**config.mk**
```make
export PLATFORM = sky130hd
export DESIGN_NAME = line_steer_ctrl
export DESIGN_NICKNAME = d
export VERILOG_FILES = /design/src/rtl/line_steer_ctrl.sv
export SDC_FILE = /design/constraint.sdc
export NUM_CORES = 1
export LEC_CHECK = 0
export BUFFER_PORTS_ARGS = -buffer_cell sky130_fd_sc_hd__buf_2
export CAP_MARGIN = 15
export CELL_PAD_IN_SITES_DETAIL_PLACEMENT = 0
export CELL_PAD_IN_SITES_GLOBAL_PLACEMENT = 2
export CORE_MARGIN = 10
export CORE_UTILIZATION = 45
export CTS_BUF_LIST = sky130_fd_sc_hd__clkbuf_4 sky130_fd_sc_hd__clkbuf_8
export CTS_CLUSTER_DIAMETER = 200
export DETAILED_ROUTE_END_ITERATION = 16
export PLACE_DENSITY_LB_ADDON = 0.1
export RECOVER_POWER = 100
export SLEW_MARGIN = 0
export SYNTH_ARGS = -nofsm -noshare
export SYNTH_HDL_FRONTEND = slang
export SYNTH_SLANG_ARGS = --single-unit
```
**constraint.sdc**
```tcl
create_clock -name SCLK -period 3.4 [get_ports SCLK]
set_input_delay 0.34 -clock SCLK [delete_from_list [all_inputs] [get_ports SCLK]]
set_output_delay 0.34 -clock SCLK [all_outputs]
set_load 0.05 [all_outputs]
```
**src/rtl/line_steer_ctrl.sv**
```systemverilog
// line_steer_ctrl
//   Line-follower steering controller. Turns the debounced 8-bit sensor
//   vector into a signed position error, runs an IDLE/FOLLOW/SEARCH/STOP
//   navigation state machine on a slow control tick, and drives two
//   glitch-free PWM outputs for the left and right wheels.
//
// Ports
//   SCLK       in   system clock, rising edge
//   RST_N      in   asynchronous active-low reset
//   SENSE      in   [7:0] debounced sensors, 1 = line; bit7 leftmost, bit0 rightmost
//   ENABLE     in   run request; low forces IDLE on the next clock edge
//   PWM_L      out  left wheel PWM
//   PWM_R      out  right wheel PWM
//   NAV_STATE  out  [1:0] IDLE=0 FOLLOW=1 SEARCH=2 STOP=3
//   LOST       out  sticky flag: STOP was reached through a SEARCH timeout
module line_steer_ctrl #(
  parameter int PWM_BITS   = 8,
  parameter int BASE_DUTY  = 160,
  parameter int TURN_STEP  = 20,
  parameter int TICK_DIV   = 1000,
  parameter int LOST_TICKS = 500
) (
  input  logic       SCLK,
  input  logic       RST_N,
  input  logic [7:0] SENSE,
  input  logic       ENABLE,
  output logic       PWM_L,
  output logic       PWM_R,
  output logic [1:0] NAV_STATE,
  output logic       LOST
);

  localparam int TW = (TICK_DIV > 1) ? $clog2(TICK_DIV) : 1;
  localparam int LW = $clog2(LOST_TICKS + 1);
  localparam int EW = PWM_BITS + 6;

  localparam logic [TW-1:0]        TICK_LAST  = TW'(TICK_DIV - 1);
  localparam logic [LW-1:0]        LOST_LAST  = LW'(LOST_TICKS);
  localparam logic signed [EW-1:0] BASE_S     = EW'(BASE_DUTY);
  localparam logic signed [EW-1:0] STEP_S     = EW'(TURN_STEP);
  localparam logic signed [EW-1:0] DUTY_MAX_S = EW'((1 << PWM_BITS) - 1);
  localparam logic [PWM_BITS-1:0]  BASE_D     = PWM_BITS'(BASE_DUTY);
  localparam logic [PWM_BITS-1:0]  DUTY_MAX   = '1;

  localparam logic [1:0] ST_IDLE   = 2'd0;
  localparam logic [1:0] ST_FOLLOW = 2'd1;
  localparam logic [1:0] ST_SEARCH = 2'd2;
  localparam logic [1:0] ST_STOP   = 2'd3;

  localparam logic SIDE_LEFT  = 1'b0;
  localparam logic SIDE_RIGHT = 1'b1;

  logic [TW-1:0]       tick_cnt_q;
  logic                tick;
  logic [1:0]          state_q, state_d;
  logic [LW-1:0]       lost_cnt_q, lost_cnt_d, lost_inc;
  logic                lost_q, lost_d;
  logic                side_q, side_d;
  logic [PWM_BITS-1:0] pend_l_q, pend_l_d, pend_r_q, pend_r_d;
  logic [PWM_BITS-1:0] duty_l_q, duty_r_q;
  logic [PWM_BITS-1:0] pwm_cnt_q;
  logic                pwm_l_q, pwm_r_q;

  logic [3:0]           wl, wr;
  logic signed [EW-1:0] err_s, sum_l, sum_r;
  logic [PWM_BITS-1:0]  err_l, err_r;

  function automatic logic [PWM_BITS-1:0] sat(input logic signed [EW-1:0] v);
    if (v < 0)
      return '0;
    else if (v > DUTY_MAX_S)
      return DUTY_MAX;
    else
      return v[PWM_BITS-1:0];
  endfunction

  // Control tick divider; free-running so the tick phase is fixed from reset.
  always_ff @(posedge SCLK or negedge RST_N) begin
    if (!RST_N)
      tick_cnt_q <= '0;
    else if (tick)
      tick_cnt_q <= '0;
    else
      tick_cnt_q <= tick_cnt_q + TW'(1);
  end

  assign tick = (tick_cnt_q == TICK_LAST);

  // Weighted position error: positive means the line sits to the right.
  always_comb begin
    wl = (SENSE[7] ? 4'd4 : 4'd0) + (SENSE[6] ? 4'd3 : 4'd0) +
         (SENSE[5] ? 4'd2 : 4'd0) + (SENSE[4] ? 4'd1 : 4'd0);
    wr = (SENSE[3] ? 4'd1 : 4'd0) + (SENSE[2] ? 4'd2 : 4'd0) +
         (SENSE[1] ? 4'd3 : 4'd0) + (SENSE[0] ? 4'd4 : 4'd0);
    err_s = EW'(wr) - EW'(wl);
    sum_l = BASE_S + err_s * STEP_S;
    sum_r = BASE_S - err_s * STEP_S;
    err_l = sat(sum_l);
    err_r = sat(sum_r);
  end

  assign lost_inc = lost_cnt_q + LW'(1);

  // Navigation state machine. ENABLE low overrides everything without
  // waiting for a tick; all other decisions happen only on a tick.
  always_comb begin
    state_d    = state_q;
    pend_l_d   = pend_l_q;
    pend_r_d   = pend_r_q;
    lost_cnt_d = lost_cnt_q;
    lost_d     = lost_q;
    side_d     = side_q;
    if (!ENABLE) begin
      state_d    = ST_IDLE;
      pend_l_d   = '0;
      pend_r_d   = '0;
      lost_d     = 1'b0;
      lost_cnt_d = '0;
    end else if (tick) begin
      case (state_q)
        ST_IDLE: begin
          pend_l_d = '0;
          pend_r_d = '0;
          state_d  = ST_FOLLOW;
        end
        ST_FOLLOW: begin
          if (SENSE == 8'hFF) begin
            state_d  = ST_STOP;
            pend_l_d = '0;
            pend_r_d = '0;
          end else if (SENSE == 8'h00) begin
            // Line lost: start pivoting right away toward where it was last seen.
            state_d    = ST_SEARCH;
            lost_cnt_d = '0;
            pend_l_d   = (side_q == SIDE_RIGHT) ? BASE_D : '0;
            pend_r_d   = (side_q == SIDE_RIGHT) ? '0 : BASE_D;
          end else begin
            pend_l_d = err_l;
            pend_r_d = err_r;
            if (err_s > 0)
              side_d = SIDE_RIGHT;
            else if (err_s < 0)
              side_d = SIDE_LEFT;
          end
        end
        ST_SEARCH: begin
          if (SENSE == 8'hFF) begin
            state_d  = ST_STOP;
            pend_l_d = '0;
            pend_r_d = '0;
          end else if (SENSE != 8'h00) begin
            state_d  = ST_FOLLOW;
            pend_l_d = err_l;
            pend_r_d = err_r;
          end else if (lost_inc == LOST_LAST) begin
            state_d    = ST_STOP;
            lost_d     = 1'b1;
            lost_cnt_d = lost_inc;
            pend_l_d   = '0;
            pend_r_d   = '0;
          end else begin
            lost_cnt_d = lost_inc;
            pend_l_d   = (side_q == SIDE_RIGHT) ? BASE_D : '0;
            pend_r_d   = (side_q == SIDE_RIGHT) ? '0 : BASE_D;
          end
        end
        default: begin
          pend_l_d = '0;
          pend_r_d = '0;
        end
      endcase
    end
  end

  always_ff @(posedge SCLK or negedge RST_N) begin
    if (!RST_N) begin
      state_q    <= ST_IDLE;
      lost_cnt_q <= '0;
      lost_q     <= 1'b0;
      side_q     <= SIDE_RIGHT;
      pend_l_q   <= '0;
      pend_r_q   <= '0;
    end else begin
      state_q    <= state_d;
      lost_cnt_q <= lost_cnt_d;
      lost_q     <= lost_d;
      side_q     <= side_d;
      pend_l_q   <= pend_l_d;
      pend_r_q   <= pend_r_d;
    end
  end

  // PWM engine. Active duties only change at the counter wrap so every
  // period is whole; dropping ENABLE kills the duties and outputs at once.
  always_ff @(posedge SCLK or negedge RST_N) begin
    if (!RST_N) begin
      pwm_cnt_q <= '0;
      duty_l_q  <= '0;
      duty_r_q  <= '0;
      pwm_l_q   <= 1'b0;
      pwm_r_q   <= 1'b0;
    end else begin
      pwm_cnt_q <= pwm_cnt_q + PWM_BITS'(1);
      if (!ENABLE) begin
        duty_l_q <= '0;
        duty_r_q <= '0;
      end else if (pwm_cnt_q == DUTY_MAX) begin
        duty_l_q <= pend_l_q;
        duty_r_q <= pend_r_q;
      end
      pwm_l_q <= ENABLE && (pwm_cnt_q < duty_l_q);
      pwm_r_q <= ENABLE && (pwm_cnt_q < duty_r_q);
    end
  end

  assign PWM_L     = pwm_l_q;
  assign PWM_R     = pwm_r_q;
  assign NAV_STATE = state_q;
  assign LOST      = lost_q;

endmodule
```
# After elaboration in Yosys (flattened, before gate mapping)
# Cells that the tools add are included.
# W data, S select, Z words.
# word_totals
regBits	65
input_bits	11
out_inout_bits	5
word_cells	123
# op_classes
add_sub_neg	12
mul	1
order_cmp	8
n_eq_ne	20
muxes	58
bitwise_logic	2
reduce_logical	10
# op_table
operator	n
$mux W8	24
$mux W9	6
$pmux W8 S2	2
$gt A12 B9 Y1 const B	2
$lt A12 B1 Y1 const B	2
$mux W2	11
$pmux W9 S2	1
$eq A8 B8 Y1 const B	2
$lt A8 B8 Y1	2
$add A9 B11 Y12 const A	1
$ne A3 B3 Y1 const B	4
$reduce_and A6 Y1	2
$sub A9 B11 Y12 const A	1
$add A10 B1 Y10 const B	1
$eq A10 B10 Y1 const B	1
$mux W1	10
$mux W10	1
$add A9 B1 Y9 const B	1
$eq A9 B9 Y1 const B	1
$mul A5 B4 Y9 const B	1
$add A3 B2 Y4	2
$add A8 B1 Y8 const B	1
$logic_not A8 Y1	1
$ne A2 B1 Y1 const B	4
other kinds (23)	27

# Logic depth before layout (Yosys ltp)
# depth
ltp_word	15
ltp_mapped	23
depth_no_buf	23

# Least setup slack after synthesis
# No wires, ideal clock.
# synth_timing
path_kind	input port to flip-flop
from	input SENSE[5]
to	register pend_r_q[6]
setup_ns	0.122
arrival_ns	5.270
required_time_ns	3.278
slack_ns	-1.992
cell_stages	19
path_buffers	0
cell_sequence	ha_1 fa_1 fa_1 inv_1 ha_1 inv_1 fa_1 xor2_1 ha_1 fa_1 inv_1 ha_1 nand3_1 nand2_1 mux2_2 o31a_1 ha_1 a21bo_2 a32o_1
# synth_via
elab_chain_cells	14
elab_cells_between_ends	20
classes_between	add/sub: 4; mul: 1; order compare: 2; eq/ne: 1; mux: 10; reduce/logical: 2
# synth_lines
element	line_no	source
start: declaration	25	input logic [7:0] SENSE,
$mux W2	92	(SENSE[5] ? 4'd2 : 4'd0) + (SENSE[4] ? 4'd1 : 4'd0);
$add A4 B2 Y4	91	wl = (SENSE[7] ? 4'd4 : 4'd0) + (SENSE[6] ? 4'd3 : 4'd0) +
$add A4 B1 Y4	92	
$sub A4 B4 Y5	95	err_s = EW'(wr) - EW'(wl);
$mul A5 B4 Y9	97	sum_r = BASE_S - err_s * STEP_S;
$sub A9 B11 Y12	97	
$gt A12 B9 Y1	71	else if (v > DUTY_MAX_S)
$mux W8	71	
$mux W8	69	if (v < 0)
$mux W8 (on tied branches)	151, 131	
$mux W8 (on tied branches)	147, 127	
$pmux W8 S2 *	120	case (state_q)
$mux W8 *	119	end else if (tick) begin
$mux W8 *	113	if (!ENABLE) begin
end signal: assignment	189	pend_r_q <= pend_r_d;
end: declaration	59	logic [PWM_BITS-1:0] pend_l_q, pend_l_d, pend_r_q, pend_r_d;
# Mark *: on every way between the ends. The rest lies on a longest branch, timed or not. The select of a mux whose other input is x is not followed.
# A chain may end at the register's enable or synchronous reset.

# Worst setup path in the final report
# Same ends and word-level chain as after synthesis.

==> summary.md <==
The max-slew violation count came out at 29. Yosys mapped the design onto 49 distinct sky130hd cell types. The initial utilization of the core area, before any placement, comes to 45.8%. Type of the worst setup path: input pin to flip-flop. The tools report the number of nets in the layout as 531.

The reg2reg setup slack was 0.96 ns; the detailed-route vias per instance was 5.18. Clock-pin slew was measured on the worst setup and hold paths at 0.07 ns. Worst-case headroom to the max-slew limit: -2.58%. The fraction of synthesized cell area taken by the top area cell type was 38.0%.

The cell sitting at the root of the clock tree is a sky130_fd_sc_hd__clkbuf_8. The most used flip-flop cell after synthesis was sky130_fd_sc_hd__dfrtp_1. Clock latency on the worst-skew pair, taken at its later pin, is 0.34 ns.

The run gives 467 as the net count after synthesis. In this run the critical register-to-register path is launched from tick_cnt_q[0]. The share of the yosys chip area belonging to registers is 38.7%. The floorplan die area came out at 0.0129 sq mm.

The clock tree synthesis step divided the H-tree into 3 levels. The run gives 14 as the final-report setup violation count. At the worst endpoint, the required time is 3.62 ns. The master of the slowest instance on the critical path is sky130_fd_sc_hd__fa_2. Counting I/O delays and the setup requirement, the final critical path takes 4.64 ns. In the finished design, the share of the clock period the worst path needs comes to 137%.

Yosys printed 0 warnings. The number of sinks handled by clock tree synthesis is 61, and the hold path depth is 3. After layout, the design draws a total of 4.25 mW. For the pin with the worst max-slew slack, the measured transition is 1.54 ns. Kind of launch point of the worst setup path: an input pin. The core region is 0.00864 sq mm.

The port buffer count was 15; the delay of the slowest critical-path stage was 0.55 ns. In this run, synthesis produced a sequential element count of 61. The tools report the destination of the worst register-to-register timing path as pend_l_q[2]. The antenna violation net count after detailed routing was 0.

The pin count of the biggest net entering global routing came out at 29. The buffer levels on the longest clock path is 2, and the routed wirelength normalized by instance count is 14.2 microns. The power density over the cells is 849 mW/mm^2. The nature of the critical path endpoint is a flip-flop. Based on the critical path, the design can be clocked at up to 215 MHz. Sorting the synthesized cells by area gives the leading types as sky130_fd_sc_hd__dfrtp_1, sky130_fd_sc_hd__ha_1, sky130_fd_sc_hd__inv_1, sky130_fd_sc_hd__mux2i_1, sky130_fd_sc_hd__nor2_1. The sum of negative setup slack is -14.18 ns. The critical path goes through buf_6 -> ha_4 -> inv_2 -> fa_1 -> fa_1 -> ha_4 -> inv_2 -> fa_2 -> inv_2 -> ha_4 -> ha_4 -> fa_2 -> inv_2 -> ha_4 -> nand3_2 -> nand2_1 -> mux2_4 -> o31a_1 -> ha_4 -> a21bo_2 -> a32o_1. The logs give 405 for the cell count after synthesis and 0 for the number of diodes. The logs give 9 for the number of clock buffers inserted by TritonCTS and 14.7 mm for the wire length of the first global-routing pass. The run gives 3150 as the number of global-route vias before repair. The length in cells of the worst reg-to-reg path is 7. Setup repair after global routing could not meet its margin everywhere. The run finished, with violations left. The worst ir drop on vdd was 0.000865 V; the total detailed-routing wirelength was 8.28 mm. Measured along the y axis, the die boundary spans 114 microns. TritonCTS built the clock tree.

Post-synthesis cell type with the largest combined area: sky130_fd_sc_hd__dfrtp_1. On the final layout, the worst clock skew is 0.0133 ns. For the number of antenna violations at the first check in global routing, the log shows 0.

In this run the worst hold path is classified as input pin to flip-flop. For the number of violations of the max-capacitance limit, the log shows 1. The logs give 179 for the violation count after the first detailed-routing iteration and 0 for the total global routing overflow. In this run the worst path has a maximum fanout of 4. The average cell area after synthesis came out at 9.76 sq um. In the synthesized netlist the async set-or-reset flop fraction comes to 100%. The total number of vias was 3017.

The tools report the worst-case setup margin in the final layout as -1.24 ns. STA puts the critical path data arrival time at 4.86 ns. The logs give 0.797 for the routability congestion estimate from global placement and 4 for the number of optimization iterations in the first detailed-route pass. The wire-length estimate of the detail-placed layout is 6.30 mm. In this run the horizontal extent of the chip is 114 microns. The worst hold path begins at ENABLE. The total global-route track usage was 13.7%; the area of the mapped netlist was 0.00395 sq mm. The final reports fail on max-capacitance violations, max-slew violations, negative setup slack. The number of hold-slack violations in the final timing report was 0; the layout cell share with drive strength beyond 1 was 26.4%. The initialized floorplan defines 34 standard-cell rows. The final routed DRC violation total is 0. The reported leakage power was 2.22 nW; the number of flops mapped to enable cells by yosys was 0. The most numerous cell type found on the critical path is sky130_fd_sc_hd__ha_4.

For hold timing, the worst endpoint is lost_cnt_q[1]. In this run the count of I/O pins placed on the die edge is 16. The area overhead of the layout relative to synthesis works out to 26.7%.
==> where the power goes <==
part | switching, mW | internal, mW
combinational | 1.29 | 1.44
clock | 0.298 | 0.444
sequential | 0.0220 | 0.755
==> worst max-delay path, delay by kind of cell <==
family	cells	cell delay, ns
buffers and inverters	5	0.28
AO/OA/AOI/OAI	3	0.71
AND/OR/NAND/NOR	2	0.11
adder cells (fa/ha/maj)	10	3.14
multiplexers	1	0.26
==> metrics by stage <==
step | area, sq um | setup WS [ns] | instances | utilization, % | hold slack [ns]
2_1_floorplan | 4110 | -1.54 | 405 | - | 0.0444
3_5_place_dp | 4540 | -1.72 | 554 | 52.6 | 0.195
3_3_place_gp | 4540 | -1.61 | 554 | 52.6 | 0.198
4_1_cts | 4970 | -1.29 | 579 | 57.5 | 0.343
6_report | 5000 | -1.24 | 582 | 58.0 | 0.353
5_1_grt | 5000 | -1.36 | 582 | 58.0 | 0.410
==> flip-flops by register name, indices dropped and copies added (netlist names) <==
| signal | flops |
|---|---|
| duty_l_q | 7 |
| lost_cnt_q | 9 |
| PWM_L | 1 |
| pwm_cnt_q | 8 |
| PWM_R | 1 |
| duty_r_q | 7 |
| tick_cnt_q | 10 |
| pend_r_q | 7 |
| pend_l_q | 7 |
| LOST | 1 |
| NAV_STATE | 2 |
| side_q | 1 |
==> final cells by class <==
cell class	count	area, sq um
fill	779	3630
multi-input combinational	291	2510
sequential	61	1530
timing repair buffer	63	447
inverter	43	161
clock buffer	11	145
tap	108	135
clock inverter	5	82.6
==> kinds of logic (layout without fill, tap and decap cells) <==
kind of cell / count (synthesis) / after routing / synth area share [%]
fa+ha+maj: 51 / 51 / 17.3
mux: 19 / 19 / 4.91
xor+xnor: 24 / 24 / 5.32
simple gates: 129 / 129 / 16.4
buf+inv: 53 / 122 / 5.22
compound gates: 68 / 68 / 12.2
flops: 61 / 61 / 38.7
==> timing repair <==
item                                   in CTS  in global routing
pin swaps                                  17                 10
endpoints found under the hold margin       7                  0
gates cloned                                0                  0
setup buffers                               8                  4
hold buffers                                1                  0
setup endpoints to repair                  14                 14
resized for setup                          30                  5
==> placed cells by master, fill, tap and decap left out, drive strengths merged, types with 2 or more instances in the layout <==
| cell | count |
|---|---|
| dfrtp | 60 |
| buf | 54 |
| ha | 45 |
| inv | 44 |
| nor2 | 39 |
| nand2 | 29 |
| o21ai | 20 |
| clkbuf | 19 |
| nand3 | 17 |
| mux2i | 16 |
| xor2 | 16 |
| nand2b | 9 |
| xnor2 | 8 |
| a21oi | 8 |
| a21o | 7 |
| nor3 | 6 |
| and3 | 6 |
| a22o | 6 |
| fa | 6 |
| o31ai | 5 |
| nand4 | 5 |
| nor4 | 5 |
| a32o | 4 |
| and2 | 4 |
| a211oi | 4 |
| a31oi | 3 |
| or4 | 3 |
| mux2 | 3 |
| o31a | 2 |
| o311ai | 2 |
| a22oi | 2 |
| bufinv | 2 |
| clkinv | 2 |
==> synthesized netlist by cell type (2+ instances only) <==
| library cell | n |
|---|---|
| sky130_fd_sc_hd__nand2b_1 | 9 |
| sky130_fd_sc_hd__xnor2_1 | 8 |
| sky130_fd_sc_hd__o311ai_0 | 2 |
| sky130_fd_sc_hd__a32o_1 | 4 |
| sky130_fd_sc_hd__dfrtp_1 | 60 |
| sky130_fd_sc_hd__a31oi_1 | 3 |
| sky130_fd_sc_hd__a22oi_1 | 2 |
| sky130_fd_sc_hd__o21ai_0 | 19 |
| sky130_fd_sc_hd__o31a_1 | 2 |
| sky130_fd_sc_hd__a21oi_1 | 8 |
| sky130_fd_sc_hd__nor2_1 | 38 |
| sky130_fd_sc_hd__a211oi_1 | 3 |
| sky130_fd_sc_hd__mux2_2 | 3 |
| sky130_fd_sc_hd__nand4_1 | 5 |
| sky130_fd_sc_hd__fa_1 | 6 |
| sky130_fd_sc_hd__xor2_1 | 16 |
| sky130_fd_sc_hd__or4_1 | 3 |
| sky130_fd_sc_hd__nand2_1 | 29 |
| sky130_fd_sc_hd__a22o_1 | 6 |
| sky130_fd_sc_hd__a21o_1 | 7 |
| sky130_fd_sc_hd__o31ai_1 | 5 |
| sky130_fd_sc_hd__clkbuf_1 | 6 |
| sky130_fd_sc_hd__mux2i_1 | 16 |
| sky130_fd_sc_hd__ha_1 | 45 |
| sky130_fd_sc_hd__and2_1 | 3 |
| sky130_fd_sc_hd__nor4_1 | 4 |
| sky130_fd_sc_hd__buf_2 | 3 |
| sky130_fd_sc_hd__inv_1 | 43 |
| sky130_fd_sc_hd__nand3_1 | 17 |
| sky130_fd_sc_hd__and3_1 | 6 |
| sky130_fd_sc_hd__nor3_1 | 6 |
==> worst max path at each step <==
stage	start	to	slack (ns)
after floorplan	SENSE[5]	pend_r_q[6]	-1.54
after global placement	SENSE[6]	pend_r_q[6]	-1.61
after detailed placement	SENSE[6]	pend_r_q[6]	-1.72
after CTS	SENSE[5]	pend_r_q[6]	-1.29
after global routing	SENSE[6]	pend_r_q[6]	-1.36
final	SENSE[5]	pend_r_q[6]	-1.24
==> routing by layer <==
layer | wire length, microns | part of all wire, % | up-vias | track usage [%]
li1 | - | - | 1528 | -
met1 | 4000 | 48 | 1445 | 17.6
met2 | 3860 | 47 | 33 | 21.7
met3 | 260 | 3.1 | 11 | 3.41
met4 | 153 | 1.8 | 0 | 5.16
met5 | 0 | 0 | - | 0
Note: power is estimated with default switching activity, not from simulation.
